==> config.mk <==
export PLATFORM = sky130hd
export DESIGN_NAME = rrp_burst_arbiter_flat
export DESIGN_NICKNAME = d
export VERILOG_FILES = /design/src/rtl/rrp_burst_arbiter_if.sv /design/src/rtl/rrp_burst_arbiter.sv /design/src/flat_wrapper.sv
export SDC_FILE = /design/constraint.sdc
export NUM_CORES = 1
export LEC_CHECK = 0
export CAP_MARGIN = 10
export CORE_AREA = 2 2 129 131
export CTS_CLUSTER_DIAMETER = 120
export DETAILED_ROUTE_END_ITERATION = 12
export DIE_AREA = 0 0 131 133
export HOLD_SLACK_MARGIN = 0.12
export PLACE_DENSITY = 0.76
export SLEW_MARGIN = 0
export SYNTH_ARGS = -nofsm -noshare
export SYNTH_HDL_FRONTEND = slang
export SYNTH_SLANG_ARGS = --single-unit
==> constraint.sdc <==
create_clock -name CLK -period 2.8 [get_ports CLK]
set_input_delay 0.28 -clock CLK [delete_from_list [all_inputs] [get_ports CLK]]
set_output_delay 0.28 -clock CLK [all_outputs]
set_load 0.05 [all_outputs]
==> src/rtl/rrp_burst_arbiter_if.sv <==
// Bus bundle for the round-robin burst arbiter: source FIFO side
// (requests, hold, data, read strobes) plus the registered output stream.
interface rrp_burst_arbiter_if #(
   parameter int WIDTH      = 8,
   parameter int DATA_WIDTH = 32,
   parameter int ID_WIDTH   = 5
);
   logic [WIDTH-1:0]            CH_EN;
   logic [WIDTH-1:0]            WRITE_REQ;
   logic [WIDTH-1:0]            HOLD_REQ;
   logic [WIDTH*DATA_WIDTH-1:0] DATA_IN;
   logic [WIDTH-1:0]            READ_GRANT;
   logic                        READY_OUT;
   logic                        WRITE_OUT;
   logic [DATA_WIDTH-1:0]       DATA_OUT;
   logic [ID_WIDTH-1:0]         ID_OUT;
   logic                        BUSY;

   // Arbiter side: consumes requests, drives read strobes and the output stream.
   modport master (
      input  CH_EN, WRITE_REQ, HOLD_REQ, DATA_IN, READY_OUT,
      output READ_GRANT, WRITE_OUT, DATA_OUT, ID_OUT, BUSY
   );

   // Environment side: source FIFOs and downstream sink.
   modport slave (
      output CH_EN, WRITE_REQ, HOLD_REQ, DATA_IN, READY_OUT,
      input  READ_GRANT, WRITE_OUT, DATA_OUT, ID_OUT, BUSY
   );
endinterface

==> src/rtl/rrp_burst_arbiter.sv <==
// Round-robin arbiter merging WIDTH first-word-fall-through FIFOs into one
// registered output stream. Grants are bounded to MAX_BURST words unless the
// granted channel asserts HOLD_REQ; each output word carries its channel ID.
module rrp_burst_arbiter #(
   parameter int WIDTH      = 8,
   parameter int DATA_WIDTH = 32,
   parameter int MAX_BURST  = 4,
   parameter int ID_WIDTH   = 5
) (
   input  logic                  CLK,
   input  logic                  nRST,
   rrp_burst_arbiter_if.master   bus
);

   localparam int                IDX_W     = (WIDTH > 1) ? $clog2(WIDTH) : 1;
   localparam logic [7:0]        BURST_LIM = 8'(MAX_BURST);
   localparam logic [IDX_W-1:0]  LAST_CH   = IDX_W'(WIDTH - 1);

   typedef enum logic {IDLE, GRANT} state_t;

   state_t                 state_q;
   logic [IDX_W-1:0]       grant_id_q;
   logic [IDX_W-1:0]       rr_ptr_q;
   logic [7:0]             burst_cnt_q;
   logic                   write_out_q;
   logic [DATA_WIDTH-1:0]  data_out_q;
   logic [ID_WIDTH-1:0]    id_out_q;
   logic [1:0]             rst_sync_q;
   logic                   rst_n_int;

   logic [WIDTH-1:0]       req_eff;
   logic [DATA_WIDTH-1:0]  ch_data [WIDTH];
   logic                   g_en;
   logic                   g_req;
   logic                   g_hold;
   logic                   rd_en;
   logic                   release_d;
   logic [7:0]             burst_cnt_d;
   logic [IDX_W-1:0]       rr_ptr_d;
   logic [IDX_W-1:0]       pick_d;
   logic [WIDTH-1:0]       grant_vec;

   // Burst counter increment that sticks at 255 during long HOLD grants.
   function automatic logic [7:0] sat_inc(input logic [7:0] v);
      return (v == 8'hFF) ? v : v + 8'd1;
   endfunction

   // First set request at or above ptr, wrapping past WIDTH-1 back to 0.
   function automatic logic [IDX_W-1:0] rr_pick(input logic [WIDTH-1:0] req,
                                                input logic [IDX_W-1:0] ptr);
      logic [IDX_W-1:0] sel;
      logic             found;
      int               j;
      sel   = ptr;
      found = 1'b0;
      for (int i = 0; i < WIDTH; i++) begin
         j = int'(ptr) + i;
         if (j >= WIDTH) j = j - WIDTH;
         if (!found && req[IDX_W'(j)]) begin
            found = 1'b1;
            sel   = IDX_W'(j);
         end
      end
      return sel;
   endfunction

   // Reset asserts immediately but releases only after two clean clock edges.
   always_ff @(posedge CLK or negedge nRST) begin
      if (!nRST) rst_sync_q <= 2'b00;
      else       rst_sync_q <= {rst_sync_q[0], 1'b1};
   end

   assign rst_n_int = rst_sync_q[1];

   // Split the flat data bus into per-channel words.
   always_comb begin
      for (int i = 0; i < WIDTH; i++) begin
         ch_data[i] = bus.DATA_IN[i*DATA_WIDTH +: DATA_WIDTH];
      end
   end

   // Read qualification, burst accounting and release decision for the granted channel.
   always_comb begin
      req_eff     = bus.WRITE_REQ & bus.CH_EN;
      g_en        = bus.CH_EN[grant_id_q];
      g_req       = bus.WRITE_REQ[grant_id_q];
      g_hold      = bus.HOLD_REQ[grant_id_q];
      rd_en       = (state_q == GRANT) && g_req && g_en && bus.READY_OUT;
      burst_cnt_d = rd_en ? sat_inc(burst_cnt_q) : burst_cnt_q;
      // Disabling the channel wins over HOLD; otherwise an unheld grant ends
      // on its MAX_BURST-th read or as soon as its FIFO runs dry.
      release_d   = (state_q == GRANT) &&
                    (!g_en ||
                     (!g_hold && (burst_cnt_d >= BURST_LIM)) ||
                     (!g_hold && !g_req));
      rr_ptr_d    = (grant_id_q == LAST_CH) ? '0 : grant_id_q + 1'b1;
      pick_d      = rr_pick(req_eff, rr_ptr_q);
   end

   // One-hot FIFO read strobe, only ever for the granted channel.
   always_comb begin
      grant_vec = '0;
      if (rd_en) grant_vec[grant_id_q] = 1'b1;
   end

   // Arbitration FSM with the registered output word, ID and valid.
   always_ff @(posedge CLK or negedge rst_n_int) begin
      if (!rst_n_int) begin
         state_q     <= IDLE;
         grant_id_q  <= '0;
         rr_ptr_q    <= '0;
         burst_cnt_q <= '0;
         write_out_q <= 1'b0;
         data_out_q  <= '0;
         id_out_q    <= '0;
      end else begin
         write_out_q <= 1'b0;
         case (state_q)
            IDLE: begin
               // No read here: a channel switch always costs this one cycle.
               if (|req_eff) begin
                  grant_id_q  <= pick_d;
                  burst_cnt_q <= '0;
                  state_q     <= GRANT;
               end
            end
            GRANT: begin
               burst_cnt_q <= burst_cnt_d;
               if (rd_en) begin
                  write_out_q <= 1'b1;
                  data_out_q  <= ch_data[grant_id_q];
                  id_out_q    <= ID_WIDTH'(grant_id_q);
               end
               if (release_d) begin
                  state_q  <= IDLE;
                  rr_ptr_q <= rr_ptr_d;
               end
            end
            default: state_q <= IDLE;
         endcase
      end
   end

   assign bus.READ_GRANT = grant_vec;
   assign bus.WRITE_OUT  = write_out_q;
   assign bus.DATA_OUT   = data_out_q;
   assign bus.ID_OUT     = id_out_q;
   assign bus.BUSY       = (state_q == GRANT);

   // Structural invariants of the read strobe.
   a_grant_onehot: assert property (@(posedge CLK) disable iff (!rst_n_int)
      $onehot0(bus.READ_GRANT));
   a_no_read_stalled: assert property (@(posedge CLK) disable iff (!rst_n_int)
      !bus.READY_OUT |-> (bus.READ_GRANT == '0));
   a_no_read_idle: assert property (@(posedge CLK) disable iff (!rst_n_int)
      (state_q == IDLE) |-> (bus.READ_GRANT == '0));

endmodule

==> src/flat_wrapper.sv <==
// flat-port wrapper written by rule: the top's interface ports become plain ports
module rrp_burst_arbiter_flat 
#(
   parameter int WIDTH      = 8,
   parameter int DATA_WIDTH = 32,
   parameter int MAX_BURST  = 4,
   parameter int ID_WIDTH   = 5
)
  (CLK, nRST, bus_CH_EN, bus_WRITE_REQ, bus_HOLD_REQ, bus_DATA_IN, bus_READY_OUT, bus_READ_GRANT, bus_WRITE_OUT, bus_DATA_OUT, bus_ID_OUT, bus_BUSY);
  rrp_burst_arbiter_if #(.WIDTH(WIDTH), .DATA_WIDTH(DATA_WIDTH), .ID_WIDTH(ID_WIDTH)) bus_i ();
  input  logic CLK;
  input  logic nRST;
  input wire logic [$bits(bus_i.CH_EN)-1:0] bus_CH_EN;
  input wire logic [$bits(bus_i.WRITE_REQ)-1:0] bus_WRITE_REQ;
  input wire logic [$bits(bus_i.HOLD_REQ)-1:0] bus_HOLD_REQ;
  input wire logic [$bits(bus_i.DATA_IN)-1:0] bus_DATA_IN;
  input wire logic [$bits(bus_i.READY_OUT)-1:0] bus_READY_OUT;
  output wire logic [$bits(bus_i.READ_GRANT)-1:0] bus_READ_GRANT;
  output wire logic [$bits(bus_i.WRITE_OUT)-1:0] bus_WRITE_OUT;
  output wire logic [$bits(bus_i.DATA_OUT)-1:0] bus_DATA_OUT;
  output wire logic [$bits(bus_i.ID_OUT)-1:0] bus_ID_OUT;
  output wire logic [$bits(bus_i.BUSY)-1:0] bus_BUSY;
  assign bus_i.CH_EN = bus_CH_EN;
  assign bus_i.WRITE_REQ = bus_WRITE_REQ;
  assign bus_i.HOLD_REQ = bus_HOLD_REQ;
  assign bus_i.DATA_IN = bus_DATA_IN;
  assign bus_i.READY_OUT = bus_READY_OUT;
  assign bus_READ_GRANT = bus_i.READ_GRANT;
  assign bus_WRITE_OUT = bus_i.WRITE_OUT;
  assign bus_DATA_OUT = bus_i.DATA_OUT;
  assign bus_ID_OUT = bus_i.ID_OUT;
  assign bus_BUSY = bus_i.BUSY;
  rrp_burst_arbiter #(.WIDTH(WIDTH), .DATA_WIDTH(DATA_WIDTH), .MAX_BURST(MAX_BURST), .ID_WIDTH(ID_WIDTH)) u_core (.CLK(CLK), .nRST(nRST), .bus(bus_i));
endmodule
==> impl_metrics.toml <==
[critical_path]
crit_fanout = 13
cp_slowest_stage_delay_ns = 0.58
critPathArrivalTime_ns = 2.88
end_kind = "flop"
crit_type = "reg -> reg"
critPathRequiredTime_ns = 2.99
reg2reg_depth = 8
critPathSlowestCell = "dfrtp_4"
crit_chain = "mux2_2 > a22oi_1 > or2_1 > a211oi_1 > mux2i_1 > a41oi_2 > o21ai_2 > mux2_1"
worst_setup_path_start_kind = "flop"

[timing]
fmaxAchievable_mhz = 373
clock_skew_ns = 0.00691
tightest_slew_ns = 0.773
maxSlewHeadroom = 0.485
fin_crit_sh = 0.958
rsz0062_at_grt = "true"
drv_slew = 0
hold_viol = 0
setup_tns_ns = 0
setup_viol = 0
fin_crit_ns = 2.68

[global_route]
grt_usage = 0.286
overflow = 0
grt_pass1_vias = 6642
grt_pass1_wl_mm = 37.7
antenna_found_initial = 4
grt_max_degree = 96

[synth]
syn_area_per_cell_sq_um = 8.20
ys_top_cells_by_area = "dfrtp_1, mux2_2, a22oi_1, mux2i_1, nor2_1"
seq_area_frac_synth = 0.236
yosysTopAreaCellShare = 0.236
synth_ff_type = "dfrtp_1"
yosysWarnings = 0
ys_seq_elements = 53
syn_area_sq_um = 5630
synth_cell_type_count = 64
synth_top_area_cell = "dfrtp_1"
ys_async_sr_fraction = 1.00
synth_edf_count = 0
yosysMostFrequentCell = "nor2_1"
synth_commonest_cells = "nor2_1, nand2_1, mux2_2"
synthCells = 687

[die]
die_h_um = 133
rows = 47
pin_count = 330
core_area_sq_um = 16200
dieArea_sq_um = 17400
fp.dieW_um = 131
start_util = 0.348

[pwr]
peakVddDrop_mv = 0.530
power_mw = 8.88
powerDensity_nw_per_um2 = 929
p_leak_nw = 3.77

[layout]
nFillCells = 1432
nets = 1294
stdcell_area_sq_um = 9560
syn2layout_area_growth_pct = 69.8
layout-drive-gt1-share = 0.157

[route]
drt_wl_total_mm = 24.9
dr.pass1.iters = 5
routedWlPerCell_um = 20.2
num_vias = 6682
ant_nets = 0
drc = 0
drtIter0Drc = 515
viasPerCell = 5.44

[cts]
cts_buffer_depth = 2
insertion_delay_ns = 0.31
path_clk_slew_ns = 0.08
clkSinkCount = 53
cts_buffers = 5
cts_tree = "yes"
htreeDepth = 2
cts_root_buf = "clkbuf_16"

[placed_design]
dp_hpwl_mm = 19.8
routabilityCongestion = 0.933
place_area_sq_um = 9370
port_buffers = 327

[job]
maxCapViolations = 0

[run_status]
run_status = "complete, no violations"

[worst_hold_path]
hp-class = "reg -> async"
[worst max-delay path: cells and delay by family, from the launching register on]
family | cells | cell delay [ns]
AO/OA/AOI/OAI | 4 | 0.83
multiplexers | 3 | 0.87
flip-flops | 1 | 0.58
AND/OR/NAND/NOR | 1 | 0.28
[final cells by class]
type | count | area (sq um) | share of cell area
multi-input combinational | 570 | 4070 | 0.425
timing repair buffer | 367 | 3690 | 0.386
sequential | 53 | 1340 | 0.140
tap | 220 | 275 | 0.0288
clock buffer | 5 | 125 | 0.0131
inverter | 9 | 33.8 | 0.00353
clock inverter | 3 | 25.0 | 0.00262
antenna | 2 | 5.00 | 0.000523
[cells in the final DEF, fill, tap and decap left out, drive strengths merged, types with 3 or more instances in the layout]
cell / n
mux2: 73
o22ai: 35
buf: 47
mux2i: 41
inv: 8
clkdlybuf4s50: 319
a221oi: 3
o21ai: 54
conb: 3
a21oi: 8
xnor2: 5
a31oi: 3
clkbuf: 5
dfrtp: 53
nor2: 88
ha: 5
o31ai: 4
nand4: 6
clkinv: 3
nand2: 78
mux4: 11
nand3: 19
a22oi: 63
nor2b: 5
nand3b: 3
a21boi: 4
nand2b: 6
and2: 9
a211oi: 8
nor3: 6
[path summary, 6_finish.rpt]
check	from	endpoint	slack, ns
max	u_core.grant_id_q[0]	u_core.rr_ptr_q[2]	0.12
min	u_core.rst_sync_q[1]	u_core.bus.DATA_OUT[9]	0.33
max reg2reg	u_core.grant_id_q[0]	u_core.rr_ptr_q[2]	0.12
min reg2reg	u_core.rst_sync_q[1]	u_core.bus.DATA_OUT[9]	0.33
max in group asynchronous	u_core.rst_sync_q[1]	u_core.rr_ptr_q[0]	1.78
min in group CLK	u_core.rst_sync_q[0]	u_core.rst_sync_q[1]	0.35
[power by group]
part | internal [mW] | switching [mW]
Sequential | 1.05 | 0.285
Combinational | 3.01 | 3.87
Clock | 0.338 | 0.324
Total | 4.39 | 4.48
[cells by family (layout without fill, tap and decap cells)]
family / Yosys count / count (layout) / share of synthesized area
flip-flops: 53 / 53 / 0.236
buffers and inverters: 65 / 384 / 0.0504
multiplexers: 125 / 125 / 0.266
other: 2 / 5 / 0.00133
XOR/XNOR: 7 / 7 / 0.0122
adder cells (fa/ha/maj): 5 / 5 / 0.0111
AO/OA/AOI/OAI: 199 / 199 / 0.239
AND/OR/NAND/NOR: 231 / 231 / 0.185
[layer usage]
| metal | GRT usage | vias up | share of wire |
|---|---|---|---|
| met5 | 0 | - | 0.00084 |
| met4 | 0.0957 | 4 | 0.029 |
| met3 | 0.0704 | 41 | 0.077 |
| met2 | 0.481 | 284 | 0.50 |
| met1 | 0.355 | 3150 | 0.39 |
| li1 | - | 3203 | - |
[stage by stage]
step | utilization | hold WS [ns] | setup WS [ns] | std cells
floorplan | - | -0.0156 | -0.137 | 688
global placement | 0.580 | 0.334 | 0.0567 | 1218
detailed placement | 0.580 | 0.335 | -0.0473 | 1218
CTS | 0.589 | 0.352 | 0.0898 | 1227
global route | 0.591 | 0.377 | -0.0306 | 1229
finish | 0.591 | 0.329 | 0.118 | 1229
[timing repair]
item / CTS / global route
setup endpoints to repair: 1 / 6
hold endpoints to repair: 2 / 0
resized for setup: 1 / 4
buffers inserted: 0 / 0
hold buffers: 1 / 0
[sequential cells by signal, summed over array words and instances (netlist names)]
signal	flops
u_core.bus.BUSY	1
u_core.grant_id_q	3
u_core.bus.ID_OUT	3
u_core.rr_ptr_q	3
u_core.rst_sync_q	2
u_core.bus.DATA_OUT	32
u_core.burst_cnt_q	8
u_core.bus.WRITE_OUT	1
(Power assumes the default switching activity.)
